`src/rtl/vga_pkg.sv`:
```
// Shared types and default timing for the VGA raster generator (640x480@60).
package vga_pkg;

    typedef logic [23:0] rgb24_t;

    // Default horizontal timing, in pixels
    localparam int unsigned VGA_H_ACTIVE = 640;
    localparam int unsigned VGA_H_FP     = 16;
    localparam int unsigned VGA_H_SYNC   = 96;
    localparam int unsigned VGA_H_BP     = 48;

    // Default vertical timing, in lines
    localparam int unsigned VGA_V_ACTIVE = 480;
    localparam int unsigned VGA_V_FP     = 10;
    localparam int unsigned VGA_V_SYNC   = 2;
    localparam int unsigned VGA_V_BP     = 33;

    // Test-pattern colour bars, left to right
    localparam int unsigned VGA_BAR_NUM = 8;
    localparam rgb24_t VGA_BAR_COLORS [VGA_BAR_NUM] = '{
        24'hFFFFFF,  // white
        24'hFFFF00,  // yellow
        24'h00FFFF,  // cyan
        24'h00FF00,  // green
        24'hFF00FF,  // magenta
        24'hFF0000,  // red
        24'h0000FF,  // blue
        24'h000000   // black
    };

endpackage

```
`src/rtl/vga_timing_gen_if.sv`:
```
// Raster-side bundle of the VGA timing generator: coordinates, strobes, colour and sync.
interface vga_timing_gen_if;
    import vga_pkg::*;

    logic [31:0] x_pos_o;
    logic [31:0] y_pos_o;
    logic        pix_tick_o;
    logic        frame_start_o;
    rgb24_t      rgb_i;
    rgb24_t      rgb_o;
    logic        hsync_o;
    logic        vsync_o;
    logic        de_o;

    // Timing generator side
    modport master (
        output x_pos_o, y_pos_o, pix_tick_o, frame_start_o,
        output rgb_o, hsync_o, vsync_o, de_o,
        input  rgb_i
    );

    // Renderer / DAC side
    modport slave (
        input  x_pos_o, y_pos_o, pix_tick_o, frame_start_o,
        input  rgb_o, hsync_o, vsync_o, de_o,
        output rgb_i
    );

endinterface

```
`src/rtl/sync_delay_line.sv`:
```
// Enabled shift register of Depth stages with a parameterised async reset value.
// Depth == 0 degenerates to a straight wire.
module sync_delay_line #(
    parameter int unsigned      Width  = 1,
    parameter int unsigned      Depth  = 1,
    parameter logic [Width-1:0] RstVal = '0
) (
    input  logic             clk,
    input  logic             rst,
    input  logic             i_en,
    input  logic [Width-1:0] i_data,
    output logic [Width-1:0] o_data
);

    if (Depth == 0) begin : g_bypass
        assign o_data = i_data;
    end else begin : g_stages
        logic [Width-1:0] r_stage [Depth];

        // Advance every stage by one when enabled; stage 0 captures the input
        always_ff @(posedge clk or posedge rst) begin
            if (rst) begin
                for (int i = 0; i < int'(Depth); i++) begin
                    r_stage[i] <= RstVal;
                end
            end else if (i_en) begin
                r_stage[0] <= i_data;
                for (int i = 1; i < int'(Depth); i++) begin
                    r_stage[i] <= r_stage[i-1];
                end
            end
        end

        assign o_data = r_stage[Depth-1];
    end

endmodule

```
`src/rtl/vga_timing_gen.sv`:
```
// VGA raster timing source: pixel divider, h/v counters, delayed sync/de and
// black-gated colour output. Optional macro VGA_TEST_PATTERN_EN replaces rgb_i
// with eight vertical colour bars.
module vga_timing_gen
    import vga_pkg::*;
#(
    parameter int unsigned H_ACTIVE = VGA_H_ACTIVE,
    parameter int unsigned H_FP     = VGA_H_FP,
    parameter int unsigned H_SYNC   = VGA_H_SYNC,
    parameter int unsigned H_BP     = VGA_H_BP,
    parameter int unsigned V_ACTIVE = VGA_V_ACTIVE,
    parameter int unsigned V_FP     = VGA_V_FP,
    parameter int unsigned V_SYNC   = VGA_V_SYNC,
    parameter int unsigned V_BP     = VGA_V_BP,
    parameter int unsigned CLK_DIV  = 2,
    parameter int unsigned PIPE_DLY = 1
) (
    input  logic              clk,
    input  logic              rst,
    vga_timing_gen_if.master  bus
);

    localparam int unsigned H_TOTAL = H_ACTIVE + H_FP + H_SYNC + H_BP;
    localparam int unsigned V_TOTAL = V_ACTIVE + V_FP + V_SYNC + V_BP;
    localparam int unsigned HW      = $clog2(H_TOTAL);
    localparam int unsigned VW      = $clog2(V_TOTAL);
    localparam int unsigned DW      = (CLK_DIV > 1) ? $clog2(CLK_DIV) : 1;

    localparam logic [DW-1:0] DIV_LAST   = DW'(CLK_DIV - 1);
    localparam logic [HW-1:0] H_LAST     = HW'(H_TOTAL - 1);
    localparam logic [VW-1:0] V_LAST     = VW'(V_TOTAL - 1);
    localparam logic [HW-1:0] H_ACT_END  = HW'(H_ACTIVE);
    localparam logic [HW-1:0] H_SYNC_BEG = HW'(H_ACTIVE + H_FP);
    localparam logic [HW-1:0] H_SYNC_END = HW'(H_ACTIVE + H_FP + H_SYNC);
    localparam logic [VW-1:0] V_ACT_END  = VW'(V_ACTIVE);
    localparam logic [VW-1:0] V_SYNC_BEG = VW'(V_ACTIVE + V_FP);
    localparam logic [VW-1:0] V_SYNC_END = VW'(V_ACTIVE + V_FP + V_SYNC);

    logic [DW-1:0] r_div_cnt;
    logic [HW-1:0] r_h_cnt;
    logic [VW-1:0] r_v_cnt;
    rgb24_t        r_rgb;

    logic   w_tick;
    logic   w_line_end;
    logic   w_frame_end;
    logic   w_hs_raw;
    logic   w_vs_raw;
    logic   w_de_raw;
    logic   w_hs_dly;
    logic   w_vs_dly;
    logic   w_de_dly;
    rgb24_t w_rgb_src;

    // Tick is masked during reset so a CLK_DIV of 1 still reads 0 while held
    assign w_tick      = (r_div_cnt == DIV_LAST) && !rst;
    assign w_line_end  = (r_h_cnt == H_LAST);
    assign w_frame_end = w_line_end && (r_v_cnt == V_LAST);

    // Pixel divider: counts 0..CLK_DIV-1, wrapping on the tick
    always_ff @(posedge clk or posedge rst) begin
        if (rst) begin
            r_div_cnt <= '0;
        end else if (w_tick) begin
            r_div_cnt <= '0;
        end else begin
            r_div_cnt <= r_div_cnt + 1'b1;
        end
    end

    // Raster position: column advances per tick, line advances on column wrap
    always_ff @(posedge clk or posedge rst) begin
        if (rst) begin
            r_h_cnt <= '0;
            r_v_cnt <= '0;
        end else if (w_tick) begin
            if (w_line_end) begin
                r_h_cnt <= '0;
                r_v_cnt <= w_frame_end ? '0 : r_v_cnt + 1'b1;
            end else begin
                r_h_cnt <= r_h_cnt + 1'b1;
            end
        end
    end

    assign w_hs_raw = !((r_h_cnt >= H_SYNC_BEG) && (r_h_cnt < H_SYNC_END));
    assign w_vs_raw = !((r_v_cnt >= V_SYNC_BEG) && (r_v_cnt < V_SYNC_END));
    assign w_de_raw = (r_h_cnt < H_ACT_END) && (r_v_cnt < V_ACT_END);

    // Sync/de aligned with the renderers' memory latency; idle value is syncs high, de low
    sync_delay_line #(
        .Width  (3),
        .Depth  (PIPE_DLY),
        .RstVal (3'b110)
    ) u_sync_dly (
        .clk    (clk),
        .rst    (rst),
        .i_en   (w_tick),
        .i_data ({w_hs_raw, w_vs_raw, w_de_raw}),
        .o_data ({w_hs_dly, w_vs_dly, w_de_dly})
    );

`ifdef VGA_TEST_PATTERN_EN
    localparam int unsigned BAR_W = H_ACTIVE / VGA_BAR_NUM;

    logic [2:0] w_bar_idx;
    rgb24_t     w_bar_rgb;

    // Outside the active columns the colour is gated off anyway; park on black
    assign w_bar_idx = (r_h_cnt < H_ACT_END) ? 3'(r_h_cnt / HW'(BAR_W)) : 3'd7;
    assign w_bar_rgb = VGA_BAR_COLORS[w_bar_idx];

    // Bars travel the same latency as real renderer output
    sync_delay_line #(
        .Width  (24),
        .Depth  (PIPE_DLY),
        .RstVal (24'h0)
    ) u_bar_dly (
        .clk    (clk),
        .rst    (rst),
        .i_en   (w_tick),
        .i_data (w_bar_rgb),
        .o_data (w_rgb_src)
    );
`else
    assign w_rgb_src = bus.rgb_i;
`endif

    // Colour register: pass the source only while the delayed data enable is set
    always_ff @(posedge clk or posedge rst) begin
        if (rst) begin
            r_rgb <= '0;
        end else if (w_tick) begin
            r_rgb <= w_de_dly ? w_rgb_src : '0;
        end
    end

    assign bus.x_pos_o       = 32'(r_h_cnt);
    assign bus.y_pos_o       = 32'(r_v_cnt);
    assign bus.pix_tick_o    = w_tick;
    assign bus.frame_start_o = w_tick && w_frame_end;
    assign bus.rgb_o         = r_rgb;
    assign bus.hsync_o       = w_hs_dly;
    assign bus.vsync_o       = w_vs_dly;
    // Masked in reset so a zero-depth delay line still reads de low
    assign bus.de_o          = w_de_dly && !rst;

endmodule

```
`src/flat_wrapper.sv`:
```
// flat-port wrapper written by rule: the top's interface ports become plain ports
module vga_timing_gen_flat import vga_pkg::*;
#(
    parameter int unsigned H_ACTIVE = VGA_H_ACTIVE,
    parameter int unsigned H_FP     = VGA_H_FP,
    parameter int unsigned H_SYNC   = VGA_H_SYNC,
    parameter int unsigned H_BP     = VGA_H_BP,
    parameter int unsigned V_ACTIVE = VGA_V_ACTIVE,
    parameter int unsigned V_FP     = VGA_V_FP,
    parameter int unsigned V_SYNC   = VGA_V_SYNC,
    parameter int unsigned V_BP     = VGA_V_BP,
    parameter int unsigned CLK_DIV  = 2,
    parameter int unsigned PIPE_DLY = 1
)
  (clk, rst, bus_x_pos_o, bus_y_pos_o, bus_pix_tick_o, bus_frame_start_o, bus_rgb_o, bus_hsync_o, bus_vsync_o, bus_de_o, bus_rgb_i);
  vga_timing_gen_if bus_i ();
  input  logic clk;
  input  logic rst;
  output wire logic [$bits(bus_i.x_pos_o)-1:0] bus_x_pos_o;
  output wire logic [$bits(bus_i.y_pos_o)-1:0] bus_y_pos_o;
  output wire logic [$bits(bus_i.pix_tick_o)-1:0] bus_pix_tick_o;
  output wire logic [$bits(bus_i.frame_start_o)-1:0] bus_frame_start_o;
  output wire logic [$bits(bus_i.rgb_o)-1:0] bus_rgb_o;
  output wire logic [$bits(bus_i.hsync_o)-1:0] bus_hsync_o;
  output wire logic [$bits(bus_i.vsync_o)-1:0] bus_vsync_o;
  output wire logic [$bits(bus_i.de_o)-1:0] bus_de_o;
  input wire logic [$bits(bus_i.rgb_i)-1:0] bus_rgb_i;
  assign bus_x_pos_o = bus_i.x_pos_o;
  assign bus_y_pos_o = bus_i.y_pos_o;
  assign bus_pix_tick_o = bus_i.pix_tick_o;
  assign bus_frame_start_o = bus_i.frame_start_o;
  assign bus_rgb_o = bus_i.rgb_o;
  assign bus_hsync_o = bus_i.hsync_o;
  assign bus_vsync_o = bus_i.vsync_o;
  assign bus_de_o = bus_i.de_o;
  assign bus_i.rgb_i = bus_rgb_i;
  vga_timing_gen #(.H_ACTIVE(H_ACTIVE), .H_FP(H_FP), .H_SYNC(H_SYNC), .H_BP(H_BP), .V_ACTIVE(V_ACTIVE), .V_FP(V_FP), .V_SYNC(V_SYNC), .V_BP(V_BP), .CLK_DIV(CLK_DIV), .PIPE_DLY(PIPE_DLY)) u_core (.clk(clk), .rst(rst), .bus(bus_i));
endmodule
```
`config.mk`:
```
export PLATFORM = sky130hd
export DESIGN_NAME = vga_timing_gen_flat
export DESIGN_NICKNAME = d
export VERILOG_FILES = /design/src/rtl/vga_pkg.sv /design/src/rtl/vga_timing_gen_if.sv /design/src/rtl/sync_delay_line.sv /design/src/rtl/vga_timing_gen.sv /design/src/flat_wrapper.sv
export SDC_FILE = /design/constraint.sdc
export NUM_CORES = 1
export LEC_CHECK = 0
export ABC_CLOCK_PERIOD_IN_PS = 3650
export BUFFER_PORTS_ARGS = -buffer_cell sky130_fd_sc_hd__buf_2
export CAP_MARGIN = 20
export CORE_MARGIN = 2
export CORE_UTILIZATION = 49
export DETAILED_ROUTE_END_ITERATION = 7
export GPL_TIMING_DRIVEN = 1
export PLACE_DENSITY = 0.87
export SETUP_SLACK_MARGIN = 0.2
export SYNTH_ARGS = -nofsm -noshare
export SYNTH_HDL_FRONTEND = slang
export SYNTH_HIERARCHICAL = 1
export SYNTH_SLANG_ARGS = --single-unit
```
`constraint.sdc`:
```
create_clock -name clk -period 3.65 [get_ports clk]
set_clock_uncertainty 0.05 [all_clocks]
set_input_delay 0.365 -clock clk [delete_from_list [all_inputs] [get_ports clk]]
set_output_delay 0.365 -clock clk [all_outputs]
set_load 0.03 [all_outputs]
```
==> results of run 1 <==
==> worst max path at each step <==
stage / startpoint / endpoint / slack (ns)
floorplan: u_core/r_h_cnt[1] / bus_frame_start_o / 1.44
global placement: rst / u_core/r_h_cnt[7] / 1.34
detailed placement: rst / u_core/r_h_cnt[7] / 1.26
CTS: rst / bus_pix_tick_o / 0.86
global route: rst / bus_frame_start_o / 0.94
finish: rst / bus_frame_start_o / 1.04
==> layer usage <==
metal	share of wire	vias to the layer above	wire, um	global-route usage
met5	0	-	0	0
met4	0.017	0	84	0.0813
met3	0.069	7	341	0.0428
met2	0.49	78	2410	0.269
met1	0.43	856	2100	0.228
li1	-	856	-	-
==> layout make-up <==
class	instances	area [sq um]
fillers	442	1920
inverters	12	45.0
multi-input cells	159	1010
well taps	67	83.8
clock buffers	6	82.6
repair buffers	77	399
clock inverters	2	38.8
flip-flops and latches	48	1200
==> per-stage QoR <==
step                power, mW  cell area [sq um]  hold WS [ns]  cells   util
finish                   1.23               2860         0.223    371  0.598
detailed placement      0.836               2720         0.221    361  0.568
global placement        0.829               2720         0.218    361  0.568
CTS                      1.24               2850         0.215    370  0.596
global route             1.28               2860         0.209    371  0.598
floorplan               0.814               2630        0.0672    272      -
==> placed cells by master, fill, tap and decap left out, drive strengths merged, types with 4 or more instances in the layout <==
cell	n
o31ai	4
o21ai	9
clkbuf	6
nand2	13
inv	11
dfrtp	46
and3	5
conb	44
a22o	24
nand3	9
xor2	6
nor3	5
ha	5
buf	76
==> worst max-delay path, delay by kind of cell <==
kind | cells | cell delay [ns]
buffers and inverters | 3 | 0.90
AND/OR/NAND/NOR | 3 | 0.93
==> power by group <==
part,internal [mW],switching [mW]
clock network,0.224,0.174
logic,0.0585,0.173
registers,0.556,0.0400
==> sequential cells by signal (all words and copies together) (netlist names) <==
| name | flops |
|---|---|
| u_core/r_h_cnt | 10 |
| u_core/r_div_cnt | 1 |
| u_core/bus.rgb_o | 24 |
| u_core/r_v_cnt | 10 |
| u_core/u_sync_dly/o_data | 3 |
==> kinds of logic after synthesis <==
group | Yosys count
AOI/OAI and AO/OA | 44
xor gates and xnor gates | 8
adders and majority gates | 5
buffers and inverters | 65
DFF | 48
muxes | 5
other | 1
and+or+nand+nor | 53
==> qor.yml, run 1 <==
first_pass_iters: 4
cp.required_ns: 3.23
clk_path_buf_depth: 2
die_w_um: 75.0
outcome: "complete, no violations"
htree_levels: 2
synth_edf_count: 0
rsz0062_at_grt: "false"
grt_max_degree: 46
r2r_end: "u_core/r_v_cnt[7]"
cts_hold_buf: 1
drc: 0
finalWorstSetupSlack_ns: 1.04
max_slew_margin: 0.430
synthSimpleGateAreaFrac: 0.133
synthTopCellsByArea: "dfrtp_1, buf_4, a22o_1"
hold_depth: 2
cts.clk_slew.worst_paths_ns: 0.09
async_flop_share: 1.00
endpoint_kind: "output pin"
leakagePower_nw: 1.60
fmax_mhz: 383
crit_top_cell: "buf_2"
ir_drop_v: 0.000279
drt-wirelength-per-cell_um: 13.3
gp_congestion: 0.792
pre_cts_slack_ns: 1.26
wl_um: 4940
grt_pass1_vias: 1559
synth.most_common_cell: "dfrtp_1"
grtUsageTotal: 0.173
yosysUniqueCellTypes: 43
slowest_delay_ns: 0.54
root_buffer: "clkbuf_8"
grt_pass1_wl_um: 7290
viasPerCell: 4.84
hpwlAfterDp_um: 3580
setup-tns-final_ns: 0
antenna_found_initial: 0
synth-compound-area-share: 0.133
r2r_start: "u_core/r_h_cnt[0]"
slew_viol_final: 0
cp-start-kind: "primary input"
synth_fa_ha_area_frac: 0.0253
synth_mux_area_frac: 0.0218
diodes: 0
post_cts_buffers: 0
grt_overflow: 0
syn_inst: 229
finalSetupViolations: 0
boundaryPins: 119
yosys.area_share.xor_xnor: 0.0284
drive_gt1_frac: 0.309
fin_nets: 334
critical_path.slowest_cell: "dlygate4sd3_1"
worstMarginPinSlew_ns: 0.855
critical_path_arrival_ns: 2.20
synth_top_family_by_area: "buffers and inverters"
post-route-min-period_ns: 2.61
die_h_um: 75.0
design.die.area_sq_um: 5620
yosysWarnings: 6
crit_fanout: 13
core_sq_um: 4790
cts_buffers: 5
syn2layout_area_growth_pct: 15.9
antenna_left: 0
drv_cap: 0
post-route-period-util: 0.716
cts_tree: "yes"
clk_latency_ns: 0.30
whs_endpoint: "u_core/bus.rgb_o[12]"
worstHoldStart: "bus_rgb_i[12]"
post_cts_resized: 0
synth_commonest_cells: "dfrtp_1, buf_4, a22o_1"
p_per_area_nw_per_um2: 428
critPathKind: "in -> out"
syn_area_sq_um: 2470
worstHoldPathType: "in -> reg"
cp_cell_sequence: "dlygate4sd3_1, buf_2, and3b_1, nand4_2, nor2_1, buf_2"
reg2reg_setup_slack_ns: 1.52
num_vias: 1797
rows: 25
clock_sinks: 48
start_util: 0.516
synth_largest_area_cell: "dfrtp_1"
port-buffer-count: 74
reg2regPathDepth: 5
synthFlopType: "dfrtp_1"
drt_iter0_drc: 60
finalHoldViolCount: 0
yosysSeqAreaShare: 0.487
ys_ff_latch: 48
netlist.area_leader.share: 0.466
syn_avg_cell_area_sq_um: 10.8
No activity file was read; power rests on OpenSTA's default activity.
==> inputs of run 2 (changes only) <==
--- a/config.mk
+++ b/config.mk
@@ -5,14 +5,15 @@
 export SDC_FILE = /design/constraint.sdc
 export NUM_CORES = 1
 export LEC_CHECK = 0
-export ABC_CLOCK_PERIOD_IN_PS = 3650
+export ABC_AREA = 1
+export ABC_CLOCK_PERIOD_IN_PS = 2700
 export BUFFER_PORTS_ARGS = -buffer_cell sky130_fd_sc_hd__buf_2
 export CAP_MARGIN = 20
 export CORE_MARGIN = 2
-export CORE_UTILIZATION = 49
+export CORE_UTILIZATION = 48
 export DETAILED_ROUTE_END_ITERATION = 7
 export GPL_TIMING_DRIVEN = 1
-export PLACE_DENSITY = 0.87
+export PLACE_DENSITY = 0.84
 export SETUP_SLACK_MARGIN = 0.2
 export SYNTH_ARGS = -nofsm -noshare
 export SYNTH_HDL_FRONTEND = slang
==> constraint.sdc (replaced) <==
create_clock -name clk -period 2.7 [get_ports clk]
set_clock_uncertainty 0.05 [all_clocks]
set_input_delay 0.27 -clock clk [delete_from_list [all_inputs] [get_ports clk]]
set_output_delay 0.27 -clock clk [all_outputs]
set_load 0.03 [all_outputs]
==> run 2 against run 1 <==
Cell area up 7.5%. Worst hold slack worse by 0.053 ns. Synthesized area up 9.3%. Non-clock buffer count up 1. Sequential cell count unchanged. Setup slack worse by 0.62 ns. Total power up 57%. Synthesized cell count up 29%. Clock power up 54%. Final cell count up 19%. Largest cell class unchanged.
==> qor.yml, run 2 <==
worstHoldPathType: "in -> reg"
drv_cap: 0
design.die.area_sq_um: 6240
pre_cts_slack_ns: 0.751
core_sq_um: 5470
antenna_left: 0
drt-wirelength-per-cell_um: 12.7
wl_um: 5610
cp-start-kind: "primary input"
async_flop_share: 1.00
root_buffer: "clkbuf_8"
finalHoldViolCount: 0
clk_latency_ns: 0.29
largest_reg_flops: 24
gp_congestion: 0.852
whs_ns: 0.170
synth_commonest_cells: "nand2_1, buf_4, dfrtp_1"
dpl.cell_count: 431
first_pass_iters: 4
critPathKind: "in -> out"
grt_pass1_vias: 1974
final_cell_mix: "buf_2, nand2_1, dfrtp_1, conb_1, inv_1"
endpoint_kind: "output pin"
grt_overflow: 0
clk_path_buf_depth: 2
syn_inst: 295
post-route-min-period_ns: 2.29
grt_max_degree: 46
rsz0062_at_grt: "false"
p_per_area_nw_per_um2: 627
post-route-period-util: 0.847
postLayoutCellArea_sq_um: 3080
cp.required_ns: 2.38
ys_ff_latch: 48
layout_commonest_cell: "buf_2"
slowest_delay_ns: 0.54
antenna_found_initial: 0
yosysWarnings: 6
cts_buffers: 5
final_cell_count_no_fill: 440
hpwlAfterDp_um: 4140
yosysUniqueCellTypes: 36
leakagePower_nw: 1.73
fin_util: 0.562
synthFlopType: "dfrtp_1"
syn2layout_area_growth_pct: 14.0
critical_path.slowest_cell: "dlygate4sd3_1"
diodes: 0
power_mw: 1.93
synth_edf_count: 0
netlist.area_leader.share: 0.427
yosysSeqAreaShare: 0.446
boundaryPins: 119
cp_cell_sequence: "dlygate4sd3_1, buf_2, inv_2, nand2_4, nor2_8, inv_2, nor2_1, buf_2"
cts.clk_slew.worst_paths_ns: 0.09
viasPerCell: 4.93
htree_levels: 2
synth_largest_area_cell: "dfrtp_1"
slew_viol_final: 0
fmax_mhz: 437
critical_path_arrival_ns: 1.97
num_vias: 2168
crit_fanout: 29
fill_cells: 501
die_w_um: 79.0
worstMarginPinSlew_ns: 0.571
finalSetupViolations: 0
finalWorstSetupSlack_ns: 0.412
grt_pass1_wl_um: 9070
start_util: 0.493
port-buffer-count: 74
outcome: "complete, no violations"
clock_sinks: 48
synth.most_common_cell: "nand2_1"
rows: 27
cts_tree: "yes"
fin_nets: 398
grtUsageTotal: 0.180
setup-tns-final_ns: 0
syn_area_sq_um: 2700
die_h_um: 79.0
drc: 0
synthTopCellsByArea: "dfrtp_1, buf_4, a32o_1"
max_slew_margin: 0.620
dpl_cell_area_sq_um: 2930
drive_gt1_frac: 0.264
drt_iter0_drc: 87
syn_avg_cell_area_sq_um: 9.15
ir_drop_v: 0.000475
[run 2: changes by cell type after synthesis, moves of 5 or more]
cell and delta:
inv_1 +23, a22o_1 -24, nand3_1 +5, nand2_1 +37, nand4_1 +6, a32o_1 +24
nor2_1 +14, and3_1 -5
[run 2: kinds of logic (layout without fill, tap and decap cells)]
group | Yosys count | count (layout) | share of synthesized area
compound gates | 41 | 41 | 0.124
other cells | 1 | 44 | 0.00139
xor+xnor | 7 | 7 | 0.0227
buf+inv | 92 | 122 | 0.202
flops | 48 | 48 | 0.446
simple gates | 101 | 101 | 0.181
fa+ha+maj | 5 | 5 | 0.0232
[run 2: area by class of cell]
class | count | area (sq um) | area share
Sequential cell | 48 | 1200 | 0.391
Multi-Input combinational cell | 198 | 1110 | 0.362
Timing Repair Buffer | 78 | 403 | 0.131
Inverter | 36 | 135 | 0.0439
Tap cell | 72 | 90.1 | 0.0293
Clock buffer | 6 | 72.6 | 0.0236
Clock inverter | 2 | 60.1 | 0.0195
[run 2: timing repair]
item / 4_1_cts / 5_1_grt
setup endpoints to repair: 0 / 0
gates resized for setup: 0 / 0
hold buffers: 1 / 0
setup buffers: 0 / 0
hold endpoints to repair: 3 / 0
[run 2: final timing paths]
| kind | start | endpoint | slack, ns | cells after the start |
|---|---|---|---|---|
| worst max-delay path | rst | bus_frame_start_o | 0.41 | 8 |
| worst min register to register | u_core/u_sync_dly/o_data[2] | u_core/u_sync_dly/o_data[2] | 0.43 | 2 |
| min in group asynchronous | rst | u_core/u_sync_dly/o_data[0] | 0.37 | 3 |
| max in group asynchronous | rst | u_core/r_v_cnt[8] | 1.52 | 4 |
| worst max register to register | u_core/r_h_cnt[0] | u_core/r_h_cnt[9] | 1.03 | 8 |
| worst min-delay path | bus_rgb_i[22] | u_core/bus.rgb_o[22] | 0.17 | 2 |
[run 2: worst max-delay path, delay by kind of cell]
family                 cells  cell delay [ns]
buffers and inverters      5             1.09
AND/OR/NAND/NOR            3             0.61
[run 2: per-layer routing]
layer | routed length, um | global-route usage | part of all wire
met1 | 2390 | 0.235 | 0.43
met2 | 2710 | 0.303 | 0.48
met3 | 471 | 0.0500 | 0.084
met4 | 30 | 0.0362 | 0.0054
met5 | 0 | 0 | 0
[run 2: power by group]
part           internal, mW  switching [mW]  total, mW
Clock                 0.370           0.242      0.612
Combinational         0.117           0.348      0.465
Sequential            0.774          0.0759      0.850
Total                  1.26           0.666       1.93
